--- src/rtl/alu_writeback_seq_if.sv ---
// alu_writeback_seq_if: decoder/ALU-side bundle for the writeback sequencer
interface alu_writeback_seq_if #(
  parameter int BIT_COUNT      = 8,
  parameter int ALU_FLAG_COUNT = 2
);
  logic                      insn_valid;
  logic                      insn_ready;
  logic [2:0]                insn_rd;
  logic                      insn_wb_en;
  logic                      insn_flag_we;
  logic [1:0]                insn_br_op;
  logic [BIT_COUNT-1:0]      insn_br_target;
  logic [2:0]                rs_sel;
  logic [BIT_COUNT-1:0]      alu_c;
  logic [ALU_FLAG_COUNT-1:0] alu_flags;
  logic [BIT_COUNT-1:0]      reg_acc;
  logic [BIT_COUNT-1:0]      reg_b;
  logic [BIT_COUNT-1:0]      pc;
  logic [ALU_FLAG_COUNT-1:0] flags;
  logic                      phase_exec;
  logic                      phase_pc;
  logic [BIT_COUNT-1:0]      pc_b_operand;
  logic                      pc_take_branch;
  logic                      retire;
  modport master (
    output insn_valid, insn_rd, insn_wb_en, insn_flag_we, insn_br_op, insn_br_target,
    output rs_sel, alu_c, alu_flags,
    input  insn_ready, reg_acc, reg_b, pc, flags, phase_exec, phase_pc,
    input  pc_b_operand, pc_take_branch, retire
  );
  modport slave (
    input  insn_valid, insn_rd, insn_wb_en, insn_flag_we, insn_br_op, insn_br_target,
    input  rs_sel, alu_c, alu_flags,
    output insn_ready, reg_acc, reg_b, pc, flags, phase_exec, phase_pc,
    output pc_b_operand, pc_take_branch, retire
  );
endinterface

--- src/rtl/alu_writeback_seq.sv ---
// alu_writeback_seq: three-phase sequencer that writes ALU results back and steps the pc
module alu_writeback_seq #(
  parameter int BIT_COUNT      = 8,
  parameter int REG_COUNT      = 8,
  parameter int ALU_FLAG_COUNT = 2,
  parameter int ALU_FLAG_EQ    = 0,
  parameter int ALU_FLAG_GT    = 1
) (
  input logic               clk,
  input logic               rst,
  alu_writeback_seq_if.slave bus
);
  typedef enum logic [1:0] {IDLE, EXEC, PCUPD} state_t;
  state_t                    state_q, state_d;
  logic                      ready_q, exec_q, pcph_q;
  logic [2:0]                rd_q;
  logic                      wb_en_q, flag_we_q;
  logic [1:0]                br_op_q;
  logic [BIT_COUNT-1:0]      br_target_q;
  logic [BIT_COUNT-1:0]      regs_q [REG_COUNT];
  logic [BIT_COUNT-1:0]      pc_q, pc_d;
  logic [ALU_FLAG_COUNT-1:0] flags_q, flags_d;
  logic                      accept, taken;
  assign accept  = (state_q == IDLE) && bus.insn_valid;
  assign state_d = state_q == IDLE ? (bus.insn_valid ? EXEC : IDLE) : state_q == EXEC ? PCUPD : IDLE;
  assign flags_d = (state_q == EXEC && flag_we_q) ? bus.alu_flags : flags_q;
  assign pc_d    = (state_q == PCUPD) ? bus.alu_c : pc_q;
  // Phase outputs are registered from the next state so they line up with state_q
  always_ff @(posedge clk) begin
    if (rst) begin
      state_q <= IDLE;
      ready_q <= 1'b1;
      exec_q  <= 1'b0;
      pcph_q  <= 1'b0;
    end else begin
      state_q <= state_d;
      ready_q <= state_d == IDLE;
      exec_q  <= state_d == EXEC;
      pcph_q  <= state_d == PCUPD;
    end
  end
  // Capture the instruction fields at the handshake; the decoder may move on afterwards
  always_ff @(posedge clk) begin
    if (rst) begin
      rd_q        <= '0;
      wb_en_q     <= 1'b0;
      flag_we_q   <= 1'b0;
      br_op_q     <= '0;
      br_target_q <= '0;
    end else if (accept) begin
      rd_q        <= bus.insn_rd;
      wb_en_q     <= bus.insn_wb_en;
      flag_we_q   <= bus.insn_flag_we;
      br_op_q     <= bus.insn_br_op;
      br_target_q <= bus.insn_br_target;
    end
  end
  // Register file: only written at the end of EXEC, reset wins over the write
  always_ff @(posedge clk) begin
    if (rst) begin
      for (int i = 0; i < REG_COUNT; i++) regs_q[i] <= '0;
    end else if (state_q == EXEC && wb_en_q) begin
      regs_q[rd_q] <= bus.alu_c;
    end
  end
  // Flags update at the end of EXEC, pc at the end of PCUPD
  always_ff @(posedge clk) begin
    if (rst) begin
      flags_q <= '0;
      pc_q    <= '0;
    end else begin
      flags_q <= flags_d;
      pc_q    <= pc_d;
    end
  end
  // Branch decision reads the flags already updated by this instruction's EXEC
  always_comb begin
    taken = (br_op_q == 2'b01 && flags_q[ALU_FLAG_EQ]) || (br_op_q == 2'b10 && flags_q[ALU_FLAG_GT]) || br_op_q == 2'b11;
  end
  assign bus.insn_ready     = ready_q;
  assign bus.phase_exec     = exec_q;
  assign bus.phase_pc       = pcph_q;
  assign bus.retire         = pcph_q && !rst;
  assign bus.pc_take_branch = pcph_q && taken;
  assign bus.pc_b_operand   = pcph_q ? (taken ? br_target_q : BIT_COUNT'(2)) : '0;
  assign bus.reg_acc        = regs_q[0];
  assign bus.reg_b          = regs_q[bus.rs_sel];
  assign bus.pc             = pc_q;
  assign bus.flags          = flags_q;
endmodule

--- src/flat_wrapper.sv ---
// flat-port wrapper written by rule: the top's interface ports become plain ports
module alu_writeback_seq_flat 
#(
  parameter int BIT_COUNT      = 8,
  parameter int REG_COUNT      = 8,
  parameter int ALU_FLAG_COUNT = 2,
  parameter int ALU_FLAG_EQ    = 0,
  parameter int ALU_FLAG_GT    = 1
)
  (clk, rst, bus_insn_valid, bus_insn_rd, bus_insn_wb_en, bus_insn_flag_we, bus_insn_br_op, bus_insn_br_target, bus_rs_sel, bus_alu_c, bus_alu_flags, bus_insn_ready, bus_reg_acc, bus_reg_b, bus_pc, bus_flags, bus_phase_exec, bus_phase_pc, bus_pc_b_operand, bus_pc_take_branch, bus_retire);
  alu_writeback_seq_if #(.BIT_COUNT(BIT_COUNT), .ALU_FLAG_COUNT(ALU_FLAG_COUNT)) bus_i ();
  input logic clk;
  input logic rst;
  input wire logic [$bits(bus_i.insn_valid)-1:0] bus_insn_valid;
  input wire logic [$bits(bus_i.insn_rd)-1:0] bus_insn_rd;
  input wire logic [$bits(bus_i.insn_wb_en)-1:0] bus_insn_wb_en;
  input wire logic [$bits(bus_i.insn_flag_we)-1:0] bus_insn_flag_we;
  input wire logic [$bits(bus_i.insn_br_op)-1:0] bus_insn_br_op;
  input wire logic [$bits(bus_i.insn_br_target)-1:0] bus_insn_br_target;
  input wire logic [$bits(bus_i.rs_sel)-1:0] bus_rs_sel;
  input wire logic [$bits(bus_i.alu_c)-1:0] bus_alu_c;
  input wire logic [$bits(bus_i.alu_flags)-1:0] bus_alu_flags;
  output wire logic [$bits(bus_i.insn_ready)-1:0] bus_insn_ready;
  output wire logic [$bits(bus_i.reg_acc)-1:0] bus_reg_acc;
  output wire logic [$bits(bus_i.reg_b)-1:0] bus_reg_b;
  output wire logic [$bits(bus_i.pc)-1:0] bus_pc;
  output wire logic [$bits(bus_i.flags)-1:0] bus_flags;
  output wire logic [$bits(bus_i.phase_exec)-1:0] bus_phase_exec;
  output wire logic [$bits(bus_i.phase_pc)-1:0] bus_phase_pc;
  output wire logic [$bits(bus_i.pc_b_operand)-1:0] bus_pc_b_operand;
  output wire logic [$bits(bus_i.pc_take_branch)-1:0] bus_pc_take_branch;
  output wire logic [$bits(bus_i.retire)-1:0] bus_retire;
  assign bus_i.insn_valid = bus_insn_valid;
  assign bus_i.insn_rd = bus_insn_rd;
  assign bus_i.insn_wb_en = bus_insn_wb_en;
  assign bus_i.insn_flag_we = bus_insn_flag_we;
  assign bus_i.insn_br_op = bus_insn_br_op;
  assign bus_i.insn_br_target = bus_insn_br_target;
  assign bus_i.rs_sel = bus_rs_sel;
  assign bus_i.alu_c = bus_alu_c;
  assign bus_i.alu_flags = bus_alu_flags;
  assign bus_insn_ready = bus_i.insn_ready;
  assign bus_reg_acc = bus_i.reg_acc;
  assign bus_reg_b = bus_i.reg_b;
  assign bus_pc = bus_i.pc;
  assign bus_flags = bus_i.flags;
  assign bus_phase_exec = bus_i.phase_exec;
  assign bus_phase_pc = bus_i.phase_pc;
  assign bus_pc_b_operand = bus_i.pc_b_operand;
  assign bus_pc_take_branch = bus_i.pc_take_branch;
  assign bus_retire = bus_i.retire;
  alu_writeback_seq #(.BIT_COUNT(BIT_COUNT), .REG_COUNT(REG_COUNT), .ALU_FLAG_COUNT(ALU_FLAG_COUNT), .ALU_FLAG_EQ(ALU_FLAG_EQ), .ALU_FLAG_GT(ALU_FLAG_GT)) u_core (.clk(clk), .rst(rst), .bus(bus_i));
endmodule
--- config.mk ---
export PLATFORM = sky130hd
export DESIGN_NAME = alu_writeback_seq_flat
export DESIGN_NICKNAME = d
export VERILOG_FILES = /design/src/rtl/alu_writeback_seq_if.sv /design/src/rtl/alu_writeback_seq.sv /design/src/flat_wrapper.sv
export SDC_FILE = /design/constraint.sdc
export NUM_CORES = 1
export LEC_CHECK = 0
export BUFFER_PORTS_ARGS = -buffer_cell sky130_fd_sc_hd__buf_2
export CAP_MARGIN = 30
export CORE_MARGIN = 4
export CORE_UTILIZATION = 51
export DETAILED_ROUTE_END_ITERATION = 12
export PLACE_DENSITY = 0.73
export SLEW_MARGIN = 20
export SYNTH_ARGS = -nofsm -noshare
export SYNTH_HDL_FRONTEND = slang
export SYNTH_SLANG_ARGS = --single-unit
--- constraint.sdc ---
create_clock -name clk -period 1.49 [get_ports clk]
set_input_delay 0.0745 -clock clk [delete_from_list [all_inputs] [get_ports clk]]
set_output_delay 0.0745 -clock clk [all_outputs]
set_load 0.02 [all_outputs]
After elaboration in Yosys (flattened, before gate mapping)

Memories as Yosys holds them, arrays and structs flattened.
Index checks and enable logic that the tools add are counted.

Register bits: 30
Memory bits (writable): 64
Input bits: 31
Output and inout port bits: 39
Word-level logic and storage cells: 45
Memories: 1

Memory list:

| memory        | depth | bits a word | rd ports | clocked after memory_dff | write ports | RTL line                | source |
|---|---|---|---|---|---|---|---|
| u_core.regs_q | 8     | 8           | 2        | 0                        | 8           | alu_writeback_seq.sv:20 | `logic [BIT_COUNT-1:0] regs_q [REG_COUNT];` |

Equal/unequal tests: 7
Multiplexer cells: 13
Reduce and logical (&&, ||, !) cells: 13

Operators by type and width:

| cell                 | count |
|---|---|
| $mux W8              | 3 |
| $eq A2 B2 Y1 const B | 4 |
| $reduce_or A8 Y1     | 1 |
| $logic_and A1 B1 Y1  | 7 |
| $mux W1              | 7 |
| $eq A2 B1 Y1 const B | 3 |
| $logic_not A2 Y1     | 2 |
| $mux W2              | 2 |
| $mux W3              | 1 |
| $logic_or A1 B1 Y1   | 2 |
| $logic_not A1 Y1     | 1 |

Depth between registers and ports, before layout

Word-level depth: 7
Gate-level depth with buffers: 5
Mapped depth without buffers: 3

Least setup slack after synthesis

No wires, ideal clock.

Path type: register to register
Start: reg u_core.state_q[1]
End: mem u_core.regs_q[5][0], enable pin
Setup time: 0.309 ns
Data arrival time: 1.307 ns
Required time: 1.181 ns
Slack: -0.126 ns
Cell stages (with the launch flop): 5
Buffers on the path: 1
Period minus slack after synthesis: 1.616 ns
Cell sequence: dfxtp_1 nand4bb_1 buf_2 nor4bb_4 or2_2

RTL lines:

| element                  | RTL line                | source |
|---|---|---|
| start: declaration       | alu_writeback_seq.sv:14 | `state_t state_q, state_d;` |
| start signal: assignment | alu_writeback_seq.sv:36 | `state_q <= state_d;` |
| end: declaration         | alu_writeback_seq.sv:20 |  |

==> flow_summary_export.csv <==
group,metric,value,unit
synth,synth_most_common_cell,"and2_1",
synth,ys_seq_area_frac,0.6014,
critical_path,critical_path_class,"flop to output port",
place,dp.cells,481,
synth,synth-warning-count,0,
synth,synthesis.area,4194,um^2
hold_path,holdPathStages,3,
critical_path,crit-reg2reg-capture,"u_core.regs_q[5][6]",
route,drc,0,
synth,synth_area_leaders,"edfxtp_1 46%, dfxtp_1 14%, and2_1 11%",
clocking,clock_latency,0.38,ns
global_routing,global_route_congestion_overflow_total,0,
timing,final_hold_viol_count,0,
global_routing,antenna_found_initial,0,
route,drt_pass1_iterations,4,
timing,setup_slack,-0.2902,ns
route,drt.antenna.violating_nets,0,
clocking,cts.reportedPaths.clkPinSlew,0.10,ns
synth,synth.avg_cell_area,13.71,um^2
floorplan,fp.dieH,98.69,um
pwr,clock_power_share,0.317,
critical_path,worstPathCellList,"mux4_2 -> mux2_4 -> buf_6",
clocking,root_buffer,"clkbuf_8",
timing,min_period_over_period,1.195,
hold_path,hold_path_end,"u_core.bus.pc[1]",
pwr,seq_power_share,0.569,
synth,synth_flop_type,"edfxtp_1",
pwr,internal_power,3.816,mW
place,place.detailed.hpwl,5.906,mm
timing,setup_viol_count_final,8,
clocking,clock_tree.buffer_depth,2,
route,initialDrtViolationCount,125,
critical_path,worst-path-buf-inv,1,
floorplan,die-width,98.69,um
floorplan,fp-row-count,32,
timing,holdWs,0.04567,ns
synth,ys_ff_latch,94,
final_layout,fin_nets,441,
timing,rsz0062_at_grt,"true",
pwr,peakVddDrop,0.5735,mV
final_layout,fillerInstances,585,
final_layout,antennaDiodeCount,0,
critical_path,critical_path_arrival,1.71,ns
critical_path,r2r.worst_path.cells,4,
pwr,cellLeakagePower,2.202,nW
synth,yosys-top-cells-count,"71 x and2_1, 64 x edfxtp_1, 32 x nand2_1",
critical_path,kind_of_cell_adding_the_most_delay_to_the_critical_path,"multiplexers",
critical_path,cp_slowest_cell,"mux4_2",
timing,slew_at_the_pin_closest_to_its_max_slew_limit,0.4158,ns
route,vias,2668,
route,detail_route.vias_per_cell,5.161,
pwr,p_per_area,973.8,nW/um^2
route,avgRoutedWirePerCell,17.12,um
status,run_status,"finished, violations left",
clocking,cts_max_level,3,
clocking,tritoncts,"built",
hold_path,hold_path_startpoint,"bus_alu_c[1]",
status,violations,"negative setup slack",
critical_path,timing.rr.start,"u_core.state_q[1]",
global_routing,grt_use_total,0.1890,
clocking,cts-buffers-inserted,9,
final_layout,instances_no_fill,517,
synth,synth_top_area_frac,0.4582,
critical_path,crit_fanout,2,
global_routing,grt_pass1_vias,2777,
timing,maxSlewViolCount,0,
critical_path,critPathMaxStageDelay,0.49,ns
synth,gate_count_post_synth,306,
synth,synthesis.nets,337,
floorplan,floorplan.core_area,7848,um^2
final_layout,drive_gt1_frac,0.3952,
floorplan,design.die.area,9739,um^2
global_routing,grt_pass1_wl,14.23,mm
timing,finalClockSkew,0.01031,ns
place,port_buffers,69,
floorplan,pin_count,70,
final_layout,synthToLayoutAreaGrowth,26.13,%
synth,post_synth_num_cell_types,28,
synth,synth-edff-count,64,
critical_path,worst-endpoint-required,1.42,ns
pwr,totalPowerFinal,5.152,mW
global_routing,grt_max_degree,39,
synth,synth_largest_area_cell,"edfxtp_1",
hold_path,hp-class,"input port to flop",
critical_path,startpoint_type,"flop",
critical_path,regToRegSetupSlack,0.01,ns
critical_path,worstSetupEndpointType,"output port",
critical_path,worst_setup_path_startpoint,"u_core.regs_q[0][6]",
pwr,netSwitchingPower,1.336,mW
synth,async_reset_ff_frac,0,
timing,clock.fmax,561.7,MHz
pwr,switching_share,0.2593,
clocking,cts.sinks,94,
place,gp_routability_congestion,0.7523,
flow_run,max_cap_violations,0,
timing,slew_headroom,0.7228,
floorplan,effective_utilization_at_floorplan,0.5344,
pwr,combPwrFrac,0.114,
route,totalWireLength,8.849,mm
timing,post-route-min-period,1.780,ns
[cells in the final DEF (no fill, tap or decap), types with 15 or more instances in the layout]
cell type	count
dlygate4sd3_1	17
a21oi_1	16
and2_1	58
edfxtp_1	64
buf_4	20
buf_2	53
nand2_1	32
nor2_1	15
dfxtp_1	25
buf_6	18
[cells by family (layout without fill, tap and decap cells)]
| group | count (synthesis) | count (layout) | synth area share |
|---|---|---|---|
| buffers and inverters | 17 | 126 | 0.02327 |
| AND/OR/NAND/NOR | 143 | 143 | 0.2076 |
| multiplexers | 34 | 34 | 0.1456 |
| AO/OA/AOI/OAI | 18 | 18 | 0.02208 |
| flip-flops | 94 | 94 | 0.6014 |
[final cells by class]
cell class	instances	area [um^2]	share of cell area
clock buffer	9	123.9	0.02342
clock inverter	7	63.81	0.01206
multi-input combinational	195	1618	0.3058
sequential	94	2529	0.4780
tap	102	127.6	0.02412
timing repair buffer	110	828.3	0.1566
[timing repair]
action	4_1_cts	5_1_grt
resized for setup	43	33
buffers inserted	2	1
setup endpoints to repair	23	82
endpoints found under the hold margin	17	0
pin swaps	4	10
cloned	0	0
hold buffers	17	0
[tightest hold or removal path, stage by stage]
cell and delay [ns]:
buf_2 0.16, mux2i_1 0.09, nor2_1 0.07
[power by group through the flow]
stage	Clock, mW	Sequential, mW	Combinational [mW]
CTS	1.66	2.93	0.585
floorplan	0	2.99	0.296
finish	1.63	2.93	0.588
global placement	0	2.98	0.482
global route	1.76	2.94	0.635
detailed placement	0	2.99	0.490
[flip-flops by register name, summed over array words and instances (netlist names)]
signal and count:
u_core.wb_en_q 1, u_core.regs_q 64, u_core.br_target_q 8, u_core.flag_we_q 1, u_core.bus.flags 2, u_core.bus.pc 8
u_core.rd_q 3, u_core.bus.insn_ready 1, u_core.bus.phase_pc 1, u_core.bus.phase_exec 1, u_core.br_op_q 2, u_core.state_q 2
[metrics by stage]
stage / TNS, ns / area, um^2 / setup slack, ns / utilization
6_report: -2.176 / 5290 / -0.2902 / 0.6741
3_5_place_dp: -0.3222 / 4775 / -0.04035 / 0.6084
4_1_cts: -2.357 / 5190 / -0.3076 / 0.6614
5_1_grt: -4.844 / 5290 / -0.3288 / 0.6741
2_1_floorplan: -1.252 / 4223 / -0.09377 / -
3_3_place_gp: -0.01833 / 4775 / -0.002505 / 0.6084
[how the worst max path moves through the flow]
stage                          endpoint  slack [ns]  cells after the start
floorplan           u_core.regs_q[5][0]       -0.09                      4
global placement    u_core.regs_q[5][3]      -0.003                      4
detailed placement  u_core.regs_q[5][3]       -0.04                      4
CTS                        bus_reg_b[6]       -0.31                      3
global route               bus_reg_b[3]       -0.33                      3
finish                     bus_reg_b[6]       -0.29                      3
[routing by layer]
metal	track usage	vias to the layer above	wire [um]
met5	0	-	0
met4	0.07563	0	113
met3	0.03822	8	471
met2	0.3250	73	4603
met1	0.2342	1290	3661
li1	-	1297	-
Note: power is estimated with default switching activity, not from simulation.
